$ cat config.mk
export PLATFORM = sky130hd
export DESIGN_NAME = divider_param
export DESIGN_NICKNAME = d
export VERILOG_FILES = /design/src/rtl/divider_param.sv
export SDC_FILE = /design/constraint.sdc
export NUM_CORES = 1
export LEC_CHECK = 0
export CAP_MARGIN = 20
export CORE_MARGIN = 4
export CORE_UTILIZATION = 55
export DETAILED_ROUTE_END_ITERATION = 10
export PLACE_DENSITY = 0.78
export SYNTH_ARGS = -nofsm -noshare
export SYNTH_HDL_FRONTEND = slang
export SYNTH_SLANG_ARGS = --single-unit
$ cat constraint.sdc
create_clock -name clk -period 6.55 [get_ports clk]
set_input_delay 0.9825 -clock clk [delete_from_list [all_inputs] [get_ports clk]]
set_output_delay 0.9825 -clock clk [all_outputs]
set_load 0.05 [all_outputs]
$ cat src/rtl/divider_param.sv
// Multi-cycle radix-2 restoring divider with signed/unsigned select, divide-by-zero
// flag and optional early-out; result is packed as {remainder, quotient}.
module divider_param #(
    parameter int unsigned WIDTH     = 32,
    parameter bit          EARLY_OUT = 1'b1
) (
    input  logic               clk,
    input  logic               rst,
    input  logic               start_i,
    input  logic               annul_i,
    input  logic               signed_i,
    input  logic [WIDTH-1:0]   opdata1_i,
    input  logic [WIDTH-1:0]   opdata2_i,
    output logic [2*WIDTH-1:0] result_o,
    output logic               ready_o,
    output logic               div_zero_o,
    output logic               busy_o
);
    localparam int unsigned CW = $clog2(WIDTH + 1);

    typedef enum logic [2:0] {S_IDLE, S_ZERO, S_ON, S_FIX, S_END} state_t;

    state_t             state;
    logic [2*WIDTH-1:0] acc;       // {partial remainder, dividend bits / quotient bits}
    logic [WIDTH-1:0]   dvs_mag;
    logic [CW-1:0]      cnt;
    logic               sgn;
    logic               msb1;
    logic               msb2;
    logic               dz;

    logic [WIDTH-1:0]   mag1_c;
    logic [WIDTH-1:0]   mag2_c;
    logic [WIDTH:0]     trial_c;
    logic [WIDTH-1:0]   quo_fix_c;
    logic [WIDTH-1:0]   rem_fix_c;

    // Operand magnitudes, trial subtraction and final sign correction.
    always_comb begin
        mag1_c    = (signed_i && opdata1_i[WIDTH-1]) ? (~opdata1_i + WIDTH'(1)) : opdata1_i;
        mag2_c    = (signed_i && opdata2_i[WIDTH-1]) ? (~opdata2_i + WIDTH'(1)) : opdata2_i;
        trial_c   = acc[2*WIDTH-1:WIDTH-1] - {1'b0, dvs_mag};
        quo_fix_c = (sgn && (msb1 != msb2)) ? (~acc[WIDTH-1:0] + WIDTH'(1)) : acc[WIDTH-1:0];
        rem_fix_c = (sgn && msb1) ? (~acc[2*WIDTH-1:WIDTH] + WIDTH'(1)) : acc[2*WIDTH-1:WIDTH];
    end

    always_ff @(posedge clk) begin
        if (rst) begin
            state      <= S_IDLE;
            acc        <= '0;
            dvs_mag    <= '0;
            cnt        <= '0;
            sgn        <= 1'b0;
            msb1       <= 1'b0;
            msb2       <= 1'b0;
            dz         <= 1'b0;
            result_o   <= '0;
            ready_o    <= 1'b0;
            div_zero_o <= 1'b0;
            busy_o     <= 1'b0;
        end else begin
            case (state)
                S_IDLE: begin
                    result_o   <= '0;
                    ready_o    <= 1'b0;
                    div_zero_o <= 1'b0;
                    if (start_i && !annul_i) begin
                        sgn     <= signed_i;
                        msb1    <= opdata1_i[WIDTH-1];
                        msb2    <= opdata2_i[WIDTH-1];
                        dvs_mag <= mag2_c;
                        cnt     <= '0;
                        dz      <= 1'b0;
                        busy_o  <= 1'b1;
                        if (opdata2_i == '0) begin
                            state <= S_ZERO;
                        end else if (EARLY_OUT && (mag1_c < mag2_c)) begin
                            acc   <= {mag1_c, WIDTH'(0)};
                            state <= S_FIX;
                        end else begin
                            acc   <= {WIDTH'(0), mag1_c};
                            state <= S_ON;
                        end
                    end
                end
                S_ZERO: begin
                    if (annul_i) begin
                        state  <= S_IDLE;
                        busy_o <= 1'b0;
                    end else begin
                        acc   <= '0;
                        dz    <= 1'b1;
                        state <= S_END;
                    end
                end
                S_ON: begin
                    if (annul_i) begin
                        state  <= S_IDLE;
                        busy_o <= 1'b0;
                    end else begin
                        // Keep the trial difference only when it did not borrow.
                        if (!trial_c[WIDTH]) begin
                            acc <= {trial_c[WIDTH-1:0], acc[WIDTH-2:0], 1'b1};
                        end else begin
                            acc <= {acc[2*WIDTH-2:0], 1'b0};
                        end
                        cnt <= cnt + CW'(1);
                        if (cnt == CW'(WIDTH - 1)) begin
                            state <= S_FIX;
                        end
                    end
                end
                S_FIX: begin
                    if (annul_i) begin
                        state  <= S_IDLE;
                        busy_o <= 1'b0;
                    end else begin
                        acc   <= {rem_fix_c, quo_fix_c};
                        state <= S_END;
                    end
                end
                S_END: begin
                    // First END cycle publishes the result; afterwards wait for start_i to drop.
                    if (!ready_o) begin
                        result_o   <= acc;
                        ready_o    <= 1'b1;
                        div_zero_o <= dz;
                    end else if (!start_i) begin
                        state      <= S_IDLE;
                        result_o   <= '0;
                        ready_o    <= 1'b0;
                        div_zero_o <= 1'b0;
                        busy_o     <= 1'b0;
                    end
                end
                default: begin
                    state  <= S_IDLE;
                    busy_o <= 1'b0;
                end
            endcase
        end
    end
endmodule

Word level (Yosys, flattened, before mapping)

Cells that the tools add are included.

Reductions and logical operators: 22
Bitwise gates (word level): 4
Multiplexer cells: 40
Eq/ne operators: 18
Add/subtract/negate cells: 6
$lt $le $gt $ge: 1

Operator list:

| kind                                                                   | number |
|---|---|
| 64-bit two-way mux                                                     | 9 |
| 64-bit case mux with 4 select lines                                    | 1 |
| 32-bit by 1-bit adder with 32-bit output (second input constant)       | 4 |
| 32-bit two-way mux                                                     | 4 |
| 32-bit NOT                                                             | 4 |
| 64-bit case mux with 2 select lines                                    | 1 |
| 33-bit by 32-bit subtractor with 33-bit output                         | 1 |
| 32-bit logical NOT                                                     | 1 |
| 32-bit less-than comparator                                            | 1 |
| 3-bit two-way mux                                                      | 6 |
| 2-bit inequality test (second input constant)                          | 9 |
| 7-bit AND reduction                                                    | 2 |
| 6-bit two-way mux                                                      | 2 |
| 3-bit case mux with 4 select lines                                     | 1 |
| 6-bit case mux with 2 select lines                                     | 1 |
| 1-bit two-way mux                                                      | 10 |
| 4-bit AND reduction                                                    | 2 |
| 6-bit by 1-bit adder with 6-bit output (second input constant)         | 1 |
| 3-bit by 2-bit equality test with 1-bit output (second input constant) | 2 |
| 6-bit by 5-bit equality test with 1-bit output (second input constant) | 1 |
| 3-bit inequality test (second input constant)                          | 2 |
| 1-bit case mux with 2 select lines                                     | 3 |
| 3-bit AND reduction                                                    | 2 |
| 2-bit nonzero test                                                     | 3 |
| 13 further kinds                                                       | 18 |

Register bits after elaboration: 176
Logic and storage cells: 104
Input bits: 69
Output and inout port bits: 67

Logic depth before layout (Yosys ltp)

Depth in word-level cells: 8
Gate-level depth with buffers: 18

Worst setup path before layout

Ideal clock, no wire load.

Path type: input port to flip-flop
Start: input opdata2_i[6]
End: register acc[32]
Cell stages on the path: 15
Library setup time: 0.088 ns
Path slack: 1.412 ns
Data required time: 6.462 ns
Arrival time: 5.050 ns
Cells stage by stage: or4_4 nor4_1 nand3_1 o21ai_0 xor2_1 ha_1 a2111oi_0 o221ai_1 nand4bb_1 a31oi_1 a211oi_1 clkbuf_1 clkbuf_1 a2bb2oi_1 a311oi_2

Longest elaborated chain between the ends: 8
Elaborated cells between the ends (all ways): 11

Ends and longest elaborated chain:

| what                                     | RTL line | source |
|---|---|---|
| from (decl)                              | 13       | `input logic [WIDTH-1:0] opdata2_i,` |
| 32-bit NOT                               | 41       | `mag2_c = (signed_i && opdata2_i[WIDTH-1]) ? (~opdata2_i + WIDTH'(1)) : opdata2_i;` |
| 32-bit by 1-bit adder with 32-bit output | 41       |  |
| 32-bit two-way mux                       | 41       |  |
| 32-bit less-than comparator              | 77       | `end else if (EARLY_OUT && (mag1_c < mag2_c)) begin` |
| 64-bit two-way mux                       | 77       |  |
| 64-bit two-way mux                       | 75       | `if (opdata2_i == '0) begin` |
| 64-bit two-way mux                       | 67       | `if (start_i && !annul_i) begin` |
| 64-bit case mux with 4 select lines      | 62       | `case (state)` |
| to (signal assigned)                     | 78       | `acc <= {mag1_c, WIDTH'(0)};` |
| to (signal assigned)                     | 81       | `acc <= {WIDTH'(0), mag1_c};` |
| to (signal assigned)                     | 103      | `acc <= {trial_c[WIDTH-1:0], acc[WIDTH-2:0], 1'b1};` |
| to (decl)                                | 24       | `logic [2*WIDTH-1:0] acc;` |

Parallel ways exist; a longest one is shown, timed or not. The select of a mux whose other input is x is not followed.
A chain may end at the register's enable or synchronous reset.

Final worst setup path

Start: input opdata2_i[5]
End: register acc[40]

Same word-level chain as after synthesis.

==> run_results.csv <==
group,metric,value,unit
floorplanning,die_y,160,um
place,dp_cells,1925,
synth,synth_top_area_cell,"dfxtp_1",
place,pre_cts_ws,0.502,ns
global_route,grt_max_degree,105,
synth,synthCells,1599,
synth,synth_ff_type,"dfxtp_1",
worst_setup_path,required,6.89,ns
sta,fin_crit_sh,85.9,%
outcome,outcome,"complete, no violations",
clock_network,h-tree-depth,4,
place,portBuffers,135,
sta,tightest_slew,1.01,ns
place,hpwl,28.8,mm
finish,fin_util,64.9,%
drt,drcViolationCount,0,
clock_network,cts.sinks,176,
synth,syn_nets,1737,
drt,wire_per_inst,20.1,um
finish,layout-drive-gt1-share,7.24,%
drt,dr.pass1.iters,6,
finish,final_nets,1797,
synth,async_flop_share,0,%
drt,drtIter0Drc,1475,
hold_path,holdPathEnd,"msb2$_SDFFE_PP0P_",
drt,wl,39.3,mm
worst_setup_path,cp_cell_sequence,"clkdlybuf4s50_1, or4_4, or3_1, or2_2, or3_1, o41ai_1, xor2_1, ha_1, o21ai_0, o21ai_0, o211ai_1, a31oi_1, a211oi_4, buf_4, a221oi_1, a311oi_1",
floorplanning,initial_core_util,55.9,%
worst_setup_path,critPathKind,"in2reg",
place,place_congestion,0.961,
synth,ys_seq_elements,176,
clock_network,post-cts-setup-buffers,0,
synth,netlist.area_leader.share,27.8,%
global_route,first_global_vias,12065,
drt,ant_nets,0,
worst_setup_path,cpPeakStageDelay,0.75,ns
floorplanning,core,0.0226,mm^2
synth,synth.yosys.seq_area_share,27.8,%
global_route,grt_pass1_wl,63.5,mm
synth,synth_cell_types,74,
sta,whs,0.484,ns
floorplanning,rows,55,
finish,fin_cells,1957,
global_route,gr-total-overflow,0,
worst_setup_path,ff2ff_setup_slack,1.85,ns
clock_network,clockRootBuffer,"clkbuf_16",
sta,fin_worst_skew,0.0195,ns
sta,setup_tns,0,ns
synth,synth_most_common_cell,"nor2_1",
worst_setup_path,r2r_cells,12,
sta,rsz0062_at_grt,"false",
drt,route.vias.total,12862,
worst_setup_path,worst_setup_path_end_kind,"register",
floorplanning,dieArea,0.0255,mm^2
worst_setup_path,cp.arrival,5.97,ns
finish,syn_to_final_growth,16.2,%
worst_setup_path,crit_buf_inv,2,
global_route,antenna_found_initial,0,
floorplanning,pin_count,136,
synth,synth.cell_area,0.0127,mm^2
synth,yosys_warnings,0,
hold_path,holdPathStages,2,
worst_setup_path,crit_family,"compound AO/OA/AOI/OAI gates",
sta,finalSetupViolCount,0,
drt,viasPerCell,6.57,
global_route,track_usage,30.0,%
clock_network,clk_latency,0.44,ns
sta,max_freq,0.178,GHz
synth,synth_common_cells,"nor2_1, dfxtp_1, clkbuf_1, nand2_1, o21ai_0",
synth,synth.area.top_cells,"dfxtp_1, ha_1, nor2_1, xnor2_1, a22oi_1",
finish,antenna_cells,0,
hold_path,hold_path_class,"reg2reg",
clock_network,cts_resized,0,
worst_setup_path,cp-startpoint,"opdata2_i[5]",
worst_setup_path,worst-path-max-fanout,16,
worst_setup_path,timing.rr.start,"acc[31]$_SDFFE_PP0P_",
sta,hold_viol_final,0,
power_and_ir_drop,ir_worst_vdd,0.229,mV
synth,synth-edff-count,0,
power_and_ir_drop,p_leak,0.00525,uW
worst_setup_path,critical_path.startpoint_type,"input port",
worst_setup_path,reg2reg_to,"acc[60]$_SDFFE_PP0P_",
job,maxCapViolCount,0,
finish,nFillCells,1909,
sta,drv_slew,0,
clock_network,numCtsBuffers,17,
clock_network,clockBufferDepth,2,
clock_network,holdBufCountCts,0,
sta,slew_headroom,31.3,%
synth,syn_avg_cell_area,7.91,um^2
clock_network,cts_tree,"done",
sta,worst_slack,0.924,ns
floorplanning,die_w,160,um
hold_path,hp-start,"msb2$_SDFFE_PP0P_",
power_and_ir_drop,power.density,317,mW/mm^2
sta,fin_crit,5.63,ns
worst_setup_path,cp_slowest_cell,"a211oi_4",
clock_network,clkTransAtPathRegs,0.08,ns
[layout by cell type, fill, tap and decap left out, types with 29 or more instances in the layout]
master / synthesis / layout
a21oi_1: 69 / 69
clkdlybuf4s50_1: 0 / 134
o21ai_0: 77 / 77
nor3_1: 31 / 29
xor2_1: 53 / 53
a22oi_1: 68 / 68
dfxtp_1: 176 / 176
a211oi_2: 33 / 33
ha_1: 68 / 68
xnor2_1: 73 / 72
inv_1: 61 / 61
nor2_1: 215 / 214
nand3_1: 55 / 55
a222oi_1: 29 / 29
a211oi_1: 37 / 36
nand2_1: 97 / 96
a31oi_1: 36 / 36
[worst reg2reg max path, delay by kind of cell, from the launching register on]
family                   cells  cell delay [ns]
flip-flops                   1             0.40
adder cells (fa/ha/maj)      2             0.66
multiplexers                 1             0.95
buffers and inverters        2             0.29
AND/OR/NAND/NOR              1             0.26
AO/OA/AOI/OAI                6             2.07
[cell type report]
type / instances / area [um^2] / share of cell area, %
clock inverters: 14 / 170 / 1.16
multi-input cells: 1244 / 8460 / 57.5
flip-flops and latches: 176 / 3520 / 24.0
well taps: 285 / 357 / 2.43
inverters: 61 / 229 / 1.56
clock buffers: 18 / 429 / 2.92
repair buffers: 159 / 1530 / 10.4
[worst max-delay path by stage]
stage / to / slack, ns / cells past startpoint
after floorplan: acc[32]$_SDFFE_PP0P_ / 1.41 / 15
after global placement: acc[40]$_SDFFE_PP0P_ / 0.58 / 16
after detailed placement: acc[40]$_SDFFE_PP0P_ / 0.50 / 16
after CTS: acc[40]$_SDFFE_PP0P_ / 0.98 / 16
after global routing: acc[40]$_SDFFE_PP0P_ / 0.61 / 16
final: acc[40]$_SDFFE_PP0P_ / 0.92 / 16
[flip-flops by register name, indices dropped and copies added, names as in the netlist, 3 cells and up]
name      count
dvs_mag      32
cnt           6
state         3
result_o     64
acc          64
[stage by stage]
step | power [uW] | area, um^2
final | 4650 | 14700
after global routing | 4930 | 14700
after CTS | 4610 | 14700
after detailed placement | 3540 | 14100
after global placement | 3500 | 14100
after floorplan | 2980 | 12700
[metal layers]
| layer | wire length (um) | global-route usage (%) |
|---|---|---|
| met3 | 3380 | 3.87 |
| met4 | 1300 | 10.5 |
| met2 | 17400 | 47.3 |
| met5 | 0 | 0 |
| met1 | 17300 | 42.3 |
[where the power goes]
group / internal, uW / switching (uW) / total [uW]
Clock: 577 / 492 / 1070
Combinational: 840 / 1390 / 2230
Sequential: 1180 / 185 / 1360
Total: 2590 / 2060 / 4650
[logic make-up (layout without fill, tap and decap cells)]
| family | Yosys count | in the layout | synth area share, % |
|---|---|---|---|
| xor gates and xnor gates | 126 | 126 | 8.72 |
| AOI/OAI and AO/OA | 499 | 499 | 29.6 |
| DFF | 176 | 176 | 27.8 |
| buffers and inverters | 179 | 252 | 5.77 |
| adders and majority gates | 69 | 69 | 6.88 |
| muxes | 10 | 10 | 0.791 |
| and+or+nand+nor | 540 | 540 | 20.4 |
Power figures use the tool's default switching activity.
